[config.mk]
export PLATFORM = sky130hd
export DESIGN_NAME = param_updown_counter
export DESIGN_NICKNAME = d
export VERILOG_FILES = /design/src/rtl/updown_pkg.sv /design/src/rtl/sticky_flag.sv /design/src/rtl/param_updown_counter.sv
export SDC_FILE = /design/constraint.sdc
export NUM_CORES = 1
export LEC_CHECK = 0
export ABC_CLOCK_PERIOD_IN_PS = 3620
export BUFFER_PORTS_ARGS = -buffer_cell sky130_fd_sc_hd__buf_4
export CELL_PAD_IN_SITES_DETAIL_PLACEMENT = 1
export CELL_PAD_IN_SITES_GLOBAL_PLACEMENT = 1
export CORE_UTILIZATION = 43
export DETAILED_ROUTE_END_ITERATION = 10
export GPL_TIMING_DRIVEN = 1
export PLACE_DENSITY = 0.82
export SLEW_MARGIN = 15
export SYNTH_ARGS = -nofsm -noshare
export SYNTH_HDL_FRONTEND = slang
export SYNTH_HIERARCHICAL = 1
export SYNTH_SLANG_ARGS = --single-unit
[constraint.sdc]
create_clock -name clk -period 3.62 [get_ports clk]
set_input_delay 0 -clock clk [delete_from_list [all_inputs] [get_ports clk]]
set_output_delay 0 -clock clk [all_outputs]
set_load 0.02 [all_outputs]
[src/rtl/updown_pkg.sv]
// Shared types for the up/down counter slice.
// Latency: n/a (type and helper definitions only).
// Backpressure: n/a.
package updown_pkg;

  // Behaviour at the ends of the 0..limit range.
  typedef enum logic {
    WRAP     = 1'b0,
    SATURATE = 1'b1
  } counter_mode_e;

endpackage : updown_pkg

[src/rtl/sticky_flag.sv]
// Sticky event flag: set by a one-cycle event, cleared by software.
// Latency: q rises/falls one clk after set/clr; async reset clears immediately.
// Backpressure: none; set wins over a coincident clr so no event is lost.
module sticky_flag (
  input  logic clk,
  input  logic reset,
  input  logic set,
  input  logic clr,
  output logic q
);

  // Set has priority so an event landing on the clear cycle stays visible.
  always_ff @(posedge clk or posedge reset) begin
    if (reset) begin
      q <= 1'b0;
    end else if (set) begin
      q <= 1'b1;
    end else if (clr) begin
      q <= 1'b0;
    end
  end

endmodule : sticky_flag

[src/rtl/param_updown_counter.sv]
// Up/down counter over 0..limit with wrap or saturate ends, load/clear and sticky flags.
// Latency: count and wrap_pulse update one clk after the controlling inputs; at_max/at_min are combinational.
// Backpressure: none; one step per enabled cycle, clear > load > enable > hold.
module param_updown_counter
  import updown_pkg::*;
#(
  parameter int          WIDTH     = 8,  // 2..32
  parameter int unsigned RESET_VAL = 0
) (
  input  logic             clk,
  input  logic             reset,
  input  logic             clear,
  input  logic             enable,
  input  logic             up_down,
  input  counter_mode_e    mode,
  input  logic [WIDTH-1:0] limit,
  input  logic             load,
  input  logic [WIDTH-1:0] load_value,
  input  logic             sticky_clr,
  output logic [WIDTH-1:0] count,
  output logic             at_max,
  output logic             at_min,
  output logic             wrap_pulse,
  output logic             ovf_sticky,
  output logic             unf_sticky
);

  localparam logic [WIDTH-1:0] RST_CNT = WIDTH'(RESET_VAL);
  localparam logic [WIDTH-1:0] ONE     = WIDTH'(1);

  logic [WIDTH-1:0] count_nxt;
  logic             ovf_evt;
  logic             unf_evt;

  // Next-count selection; events are only raised on a plain enabled step,
  // so clear and load implicitly suppress them.
  always_comb begin
    count_nxt = count;
    ovf_evt   = 1'b0;
    unf_evt   = 1'b0;
    if (clear) begin
      count_nxt = RST_CNT;
    end else if (load) begin
      count_nxt = (load_value > limit) ? limit : load_value;
    end else if (enable) begin
      if (count > limit) begin
        // Limit was lowered under us: pull back into range quietly.
        count_nxt = limit;
      end else if (up_down) begin
        if (count == limit) begin
          ovf_evt   = 1'b1;
          count_nxt = (mode == WRAP) ? '0 : count;
        end else begin
          count_nxt = count + ONE;
        end
      end else begin
        if (count == '0) begin
          unf_evt   = 1'b1;
          count_nxt = (mode == WRAP) ? limit : count;
        end else begin
          count_nxt = count - ONE;
        end
      end
    end
  end

  // Count register and the registered one-cycle event pulse.
  always_ff @(posedge clk or posedge reset) begin
    if (reset) begin
      count      <= RST_CNT;
      wrap_pulse <= 1'b0;
    end else begin
      count      <= count_nxt;
      wrap_pulse <= ovf_evt | unf_evt;
    end
  end

  // Range flags follow count and limit with no register stage.
  always_comb begin
    at_max = (count == limit);
    at_min = (count == '0);
  end

  sticky_flag u_ovf_flag (
    .clk   (clk),
    .reset (reset),
    .set   (ovf_evt),
    .clr   (sticky_clr),
    .q     (ovf_sticky)
  );

  sticky_flag u_unf_flag (
    .clk   (clk),
    .reset (reset),
    .set   (unf_evt),
    .clr   (sticky_clr),
    .q     (unf_sticky)
  );

endmodule : param_updown_counter

Yosys cells after proc, flatten, opt, wreduce, memory -nomap -nowiden
Index checks and enable logic that the tools add are counted.
Operators by class
  $add $sub $neg: 2
  order comparisons: 2
  eq/ne operators: 3
  mux-type cells: 25
  bitwise logic cells: 1
  reduce and logical (&&, ||, !) cells: 5
Operators with widths (count)
  8-bit two-way mux: 10
  8-bit greater-than comparator: 2
  1-bit two-way mux: 15
  6-bit by 5-bit != test with 1-bit output, second input constant: 2
  8-bit by 1-bit adder with 8-bit output, second input constant: 1
  8-bit == test: 1
  8-bit zero test: 1
  8-bit by 1-bit subtractor with 8-bit output, second input constant: 1
  2-bit nonzero test: 2
  3-bit AND reduction: 1
  3-bit nonzero test: 1
  1-bit OR: 1
Word-level totals
  register bits after elaboration: 11
  input port bits: 24
  output and inout bits: 13
  word-level logic and storage cells: 42

Logic depth before layout (Yosys ltp)
Gate-level depths: netlist of the first run.
  word-level depth: 8
  mapped depth: 10
  depth with buffers taken out: 9

Hierarchy
The synthesis of the first run kept the hierarchy.
By module, submodules not included
  param_updown_counter: times used 1, cells an instance 200, area an instance 1601.5 µm², seq. area each 225.2 µm²
  sticky_flag: times used 2, cells an instance 4, area an instance 40.0 µm², seq. area each 25.0 µm²

Worst setup path after synthesis of the first run
OpenSTA, ideal clock, no wires.
  path type: reg-to-reg
  start: reg count[0]
  end: reg count[3]
  setup time: 0.121 ns
  arrival time: 2.231 ns
  required time: 3.499 ns
  setup slack: 1.268 ns
  cell stages (with the launch flop): 10
  buffers on the path: 1
  clock period less this slack: 2.352 ns
  cells stage by stage: dfrtp_1 inv_1 ha_1 nand4_1 or2_1 buf_6 clkinv_1 o22ai_1 a221o_1 a22o_1
Between the ends
  word-level cells in the longest chain between the ends: 7
  elaborated cells on any way between the ends: 15
  those cells by class: add/sub (2); order compare (1); eq/ne (3); mux (7); reduce/logical (2)
RTL lines
  start: declaration: line param_updown_counter.sv:20  | output logic [WIDTH-1:0] count,
  start signal: assignment: line param_updown_counter.sv:73  | count <= count_nxt;
  8-bit == test *
  named net at_max: line param_updown_counter.sv:21  | output logic at_max,
  8-bit two-way mux: line param_updown_counter.sv:50  | if (count == limit) begin
  8-bit two-way mux: line param_updown_counter.sv:49  | end else if (up_down) begin
  8-bit two-way mux: line param_updown_counter.sv:46  | if (count > limit) begin
  8-bit two-way mux: line param_updown_counter.sv:45  | end else if (enable) begin
  8-bit two-way mux: line param_updown_counter.sv:43  | end else if (load) begin
  8-bit two-way mux: line param_updown_counter.sv:41  | if (clear) begin
The timed path passes the listed nets; every way through them passes the cells marked *. The select of a mux whose other input is x is not followed.
A chain may end at the register's enable or synchronous reset.

Final worst setup path of the first run
  start: reg count[2]
  end: reg count[0]
Between the ends
  word-level cells in the longest chain between the ends: 7
  elaborated cells on any way between the ends: 13
  those cells by class: order compare (1); eq/ne (3); mux (7); reduce/logical (2)
RTL lines
  parallel branches: the longest is 7 deep, another holds 8-bit greater-than comparator
Parallel ways; which one is timed is not known. The select of a mux whose other input is x is not followed.

==> results of run 1 <==
==> worst max-delay path: stages (launching register included) <==
cell,delay (ns)
dfrtp_1,0.71
ha_1,0.36
nand4_1,0.11
or2_1,0.33
clkinv_1,0.29
a21oi_1,0.33
o311ai_0,0.17
a22o_1,0.21
==> kinds of logic (layout without fill, tap and decap cells) <==
family,after synthesis,after routing,share of synthesized area
fa+ha+maj,19,19,0.141
mux,8,8,0.0476
simple gates,56,56,0.201
buf+inv,32,63,0.0870
xor+xnor,6,6,0.0312
flops,11,11,0.164
compound gates,76,76,0.328
==> worst paths after layout <==
check                      slack, ns  cells past startpoint           end         start
setup / recovery                1.00                      7      count[0]      count[2]
hold / removal                  0.05                      2      count[1]         clear
setup reg to reg                1.00                      7      count[0]      count[2]
hold reg to reg                 0.50                      1  u_ovf_flag/q  u_ovf_flag/q
max in group asynchronous       3.00                      3      count[5]         reset
min in group asynchronous       0.17                      3  u_ovf_flag/q         reset
==> state kept, by name (all words and copies together), names as in the netlist <==
| name | count |
|---|---|
| wrap_pulse | 1 |
| count | 8 |
| u_unf_flag/q | 1 |
| u_ovf_flag/q | 1 |
==> report_power, final <==
group	switching, uW	internal, uW	total [uW]
registers	69.4	140	209
logic	239	203	442
clock network	50.9	77.7	129
total	359	421	780
==> area by class of cell <==
class,count,area share
multi-input cells,165,0.629
repair buffers,37,0.140
flip-flops and latches,11,0.137
inverters,22,0.0412
well taps,48,0.0300
clock buffers,4,0.0225
==> stage by stage <==
| stage | hold WS, ns | instances |
|---|---|---|
| 3_5_place_dp | -0.137 | 282 |
| 6_report | 0.0511 | 287 |
| 2_1_floorplan | -0.271 | 208 |
| 5_1_grt | 0.0532 | 287 |
| 4_1_cts | 0.0473 | 287 |
| 3_3_place_gp | -0.141 | 282 |
==> cell usage in the layout, fill, tap and decap left out, drive strengths merged, types with 8 or more instances in the layout <==
cell type,n
a21oi,22
nor3,8
nand2,12
mux2i,8
a22o,8
ha,19
nor2,11
dfrtp,11
inv,21
o21ai,9
buf,36
==> layer usage <==
layer | share of wire | GRT usage | vias up | routed length [microns]
met5 | 0 | 0 | - | 0
met1 | 0.46 | 0.366 | 845 | 2330
met2 | 0.49 | 0.480 | 51 | 2480
met3 | 0.035 | 0.0106 | 5 | 175
met4 | 0.0095 | 0.0583 | 0 | 48
li1 | - | - | 843 | -
==> what timing repair did <==
item,4_1_cts,5_1_grt
hold endpoints to repair,11,0
buffers inserted,0,0
hold buffers,1,0
setup endpoints to repair,0,0
==> results.toml, run 1 <==
[status]
status = "finished, final reports clean"

[place]
pre_cts_ws_ns = 1.10
place_area_sq_um = 1950
gp_congestion = 0.852
dp_hpwl_mm = 4.01
portBuffers = 36

[routing]
drt.antenna.violating_nets = 0
vias = 1744
dr.pass1.iters = 4
drt_wl_total_mm = 5.04
viasPerCell = 6.08
drc = 0
wire_per_inst_microns = 17.6
drt_first_iter_violations = 135

[final_layout]
layout.area.seq_sq_um = 275
antenna_cells = 0
fin_nets = 283
fill_cells = 478
drive_gt1_frac = 0.222
synthToLayoutAreaGrowth_pct = 19.1
fin_util = 0.539
final_area_sq_um = 2000
multi_input_area_sq_um = 1260

[yosys]
synth_edf_count = 0
yosysTopAreaCell = "dfrtp_1"
synth_cell_types = 55
synthTopCellsByCount = "a21oi_1, inv_1, ha_1"
synth_seq_cells = 11
syn-num-nets = 251
synth_ff_type = "dfrtp_1"
netlist_instances = 208
yosysMostFrequentCell = "a21oi_1"
ys_async_sr_fraction = 1.00
avgSynthCellArea_sq_um = 8.08
synth.yosys.seq_area_share = 0.164
synth_area_sq_um = 1680
synthTopCellsByArea = "dfrtp_1, ha_1, a21oi_1, mux2i_1, inv_1"
synth.top_cell.area_share = 0.164
ys_warn_count = 6

[floorplanning]
die_x_microns = 64.5
die_h_microns = 64.5
start_util = 0.453
core_area_sq_um = 3720
num_rows = 22
die_area_sq_um = 4160
num_io_pins = 37

[timing]
tightest_slew_ns = 0.582
relSlewSlack = 0.612
tns_ns = 0
maxSlewViolCount = 0
fmax_mhz = 382
rsz0062_at_grt = "false"
setup_ws_ns = 1.00
final-hold-violation-count = 0
fin_crit_ns = 2.62
fin_crit_sh = 0.723
setup_viol = 0
skew_ns = 0.00716

[clock_network]
cts_tree = "built"
cts_made_buffers = 3
clock_latency_ns = 0.25
htree_levels = 1
path_clk_slew_ns = 0.05
cts_resized = 0
cts_root_buf = "clkbuf_8"
cts.path.max_buffers = 2
clock-sinks = 11

[hold_path]
hold_path.class = "input port to flip-flop"

[setup_path]
end_kind = "flip-flop"
critPathRequiredTime_ns = 3.76
path_class = "flip-flop to flip-flop"
cp_data_arrival_time_ns = 2.75
cp-start-kind = "flip-flop"
path_max_fanout = 17

[run]
maxCapViolCount = 0

[power]
vdd_drop_max_v = 0.000128
power.density_nw_per_um2 = 389
leakagePower_uw = 0.000975
p_total_uw = 780

[grt]
overflow = 0
grt_pass1_wl_mm = 8.85
grt_max_degree = 18
track_usage = 0.272
antenna_found_initial = 0
grt_pass1_vias = 1823
No activity file was read; power rests on OpenSTA's default activity.
==> inputs of run 2 (changes only) <==
- ABC_CLOCK_PERIOD_IN_PS: 3620 -> 2600
- CORE_UTILIZATION: 43 -> 40
- PLACE_DENSITY: 0.82 -> 0.77
- clock period: 3.62 -> 2.6 ns (I/O delays scaled with it)
==> results.toml, run 2 (same netlist as run 1, synthesis figures left out) <==
[hold_path]
hold_path.class = "input port to flip-flop"
holdPathStages = 3

[routing]
drc = 0
dr.pass1.iters = 4
drt_wl_total_mm = 5.50
drt.antenna.violating_nets = 0
wire_per_inst_microns = 18.6
drt_first_iter_violations = 108
viasPerCell = 6.10
vias = 1805

[grt]
gr-usage-met2 = 0.489
antenna_found_initial = 0
grt_pass1_vias = 1789
grt_pass1_wl_mm = 8.78
use_met3 = 0.0154
grtUsageMet1 = 0.333
grt_max_degree = 17
overflow = 0
busiest_layer = "met2"
track_usage = 0.268

[final_layout]
largest_reg_flops = 8
layout_common_cells = "buf_4, a21oi_1, inv_1"
fin_nets = 290
drive_gt1_frac = 0.248
synthToLayoutAreaGrowth_pct = 22.5
top_register = "count"
antenna_cells = 0
final_common_cell = "buf_4"

[floorplanning]
core_area_sq_um = 4030
start_util = 0.417
die_area_sq_um = 4470
num_rows = 23
die_x_microns = 66.8
die_h_microns = 66.8
num_io_pins = 37

[power]
leakagePower_uw = 0.00101
power.density_nw_per_um2 = 556
vdd_drop_max_v = 0.000175

[setup_path]
path_class = "flip-flop to flip-flop"
path_max_fanout = 11
critPathRequiredTime_ns = 2.74
cp-start-kind = "flip-flop"
cp_data_arrival_time_ns = 2.59
reg2reg_slack_ns = 0.15
end_kind = "flip-flop"
rr_worst_depth = 7

[clock_network]
cts_root_buf = "clkbuf_8"
clock_latency_ns = 0.25
cts_tree = "built"
cts.path.max_buffers = 2
post-cts-setup-buffers = 0
htree_levels = 1
cts_made_buffers = 3
path_clk_slew_ns = 0.06
clock-sinks = 11

[timing]
holdWs_ns = 0.0474
relSlewSlack = 0.685
skew_ns = 0.00720
fmax_mhz = 408
maxSlewViolCount = 0
tightest_slew_ns = 0.466
setup_viol = 0
tns_ns = 0
rsz0062_at_grt = "false"
fin_crit_sh = 0.942
fin_crit_ns = 2.45
final-hold-violation-count = 0

[place]
gp_congestion = 0.941
dp_hpwl_mm = 4.45
portBuffers = 36

[status]
status = "finished, final reports clean"

[run]
maxCapViolCount = 0
-- run 2: metrics by stage --
stage / area, sq um / power, uW / instances / setup WS (ns) / util
global placement: 2000 / 936 / 291 / 0.0492 / 0.497
floorplan: 1680 / 713 / 208 / 0.248 / -
CTS: 2060 / 1140 / 296 / 0.182 / 0.511
global route: 2060 / 1220 / 296 / 0.0489 / 0.511
detailed placement: 2000 / 949 / 291 / 0.0407 / 0.497
finish: 2060 / 1150 / 296 / 0.151 / 0.511
-- run 2: layout make-up --
class / count / area (sq um)
clock buffers: 4 / 45.0
multi-input cells: 165 / 1260
fillers: 522 / 1970
well taps: 50 / 62.6
flip-flops and latches: 11 / 275
repair buffers: 44 / 333
inverters: 22 / 82.6
-- run 2: worst paths after layout --
check / startpoint / to
setup reg to reg: count[1] / count[5]
min in group asynchronous: reset / u_unf_flag/q
setup / recovery: count[1] / count[5]
hold / removal: sticky_clr / u_unf_flag/q
hold reg to reg: u_unf_flag/q / u_unf_flag/q
max in group asynchronous: reset / count[6]
-- run 2: layer usage --
layer	share of wire	vias up
li1	-	856
met5	0	-
met3	0.054	7
met1	0.43	882
met4	0.013	0
met2	0.51	60
-- run 2: critical path: stages (launching register included) --
cell	delay (ns)
dfrtp_1	0.54
ha_1	0.35
nand4_1	0.16
or2_4	0.21
clkinv_1	0.22
o41ai_1	0.48
a211oi_1	0.11
o31ai_1	0.26
-- run 2: what timing repair did --
action,in CTS,in global routing
gates resized for setup,1,0
hold buffers,1,0
endpoints found under the hold margin,11,0
setup endpoints to repair,1,0
-- run 2: power by group --
group          switching, uW  internal [uW]  leakage [uW]
registers               21.6            196      0.000145
clock network           80.2            109     0.0000228
logic                    427            312      0.000845
total                    529            617       0.00101
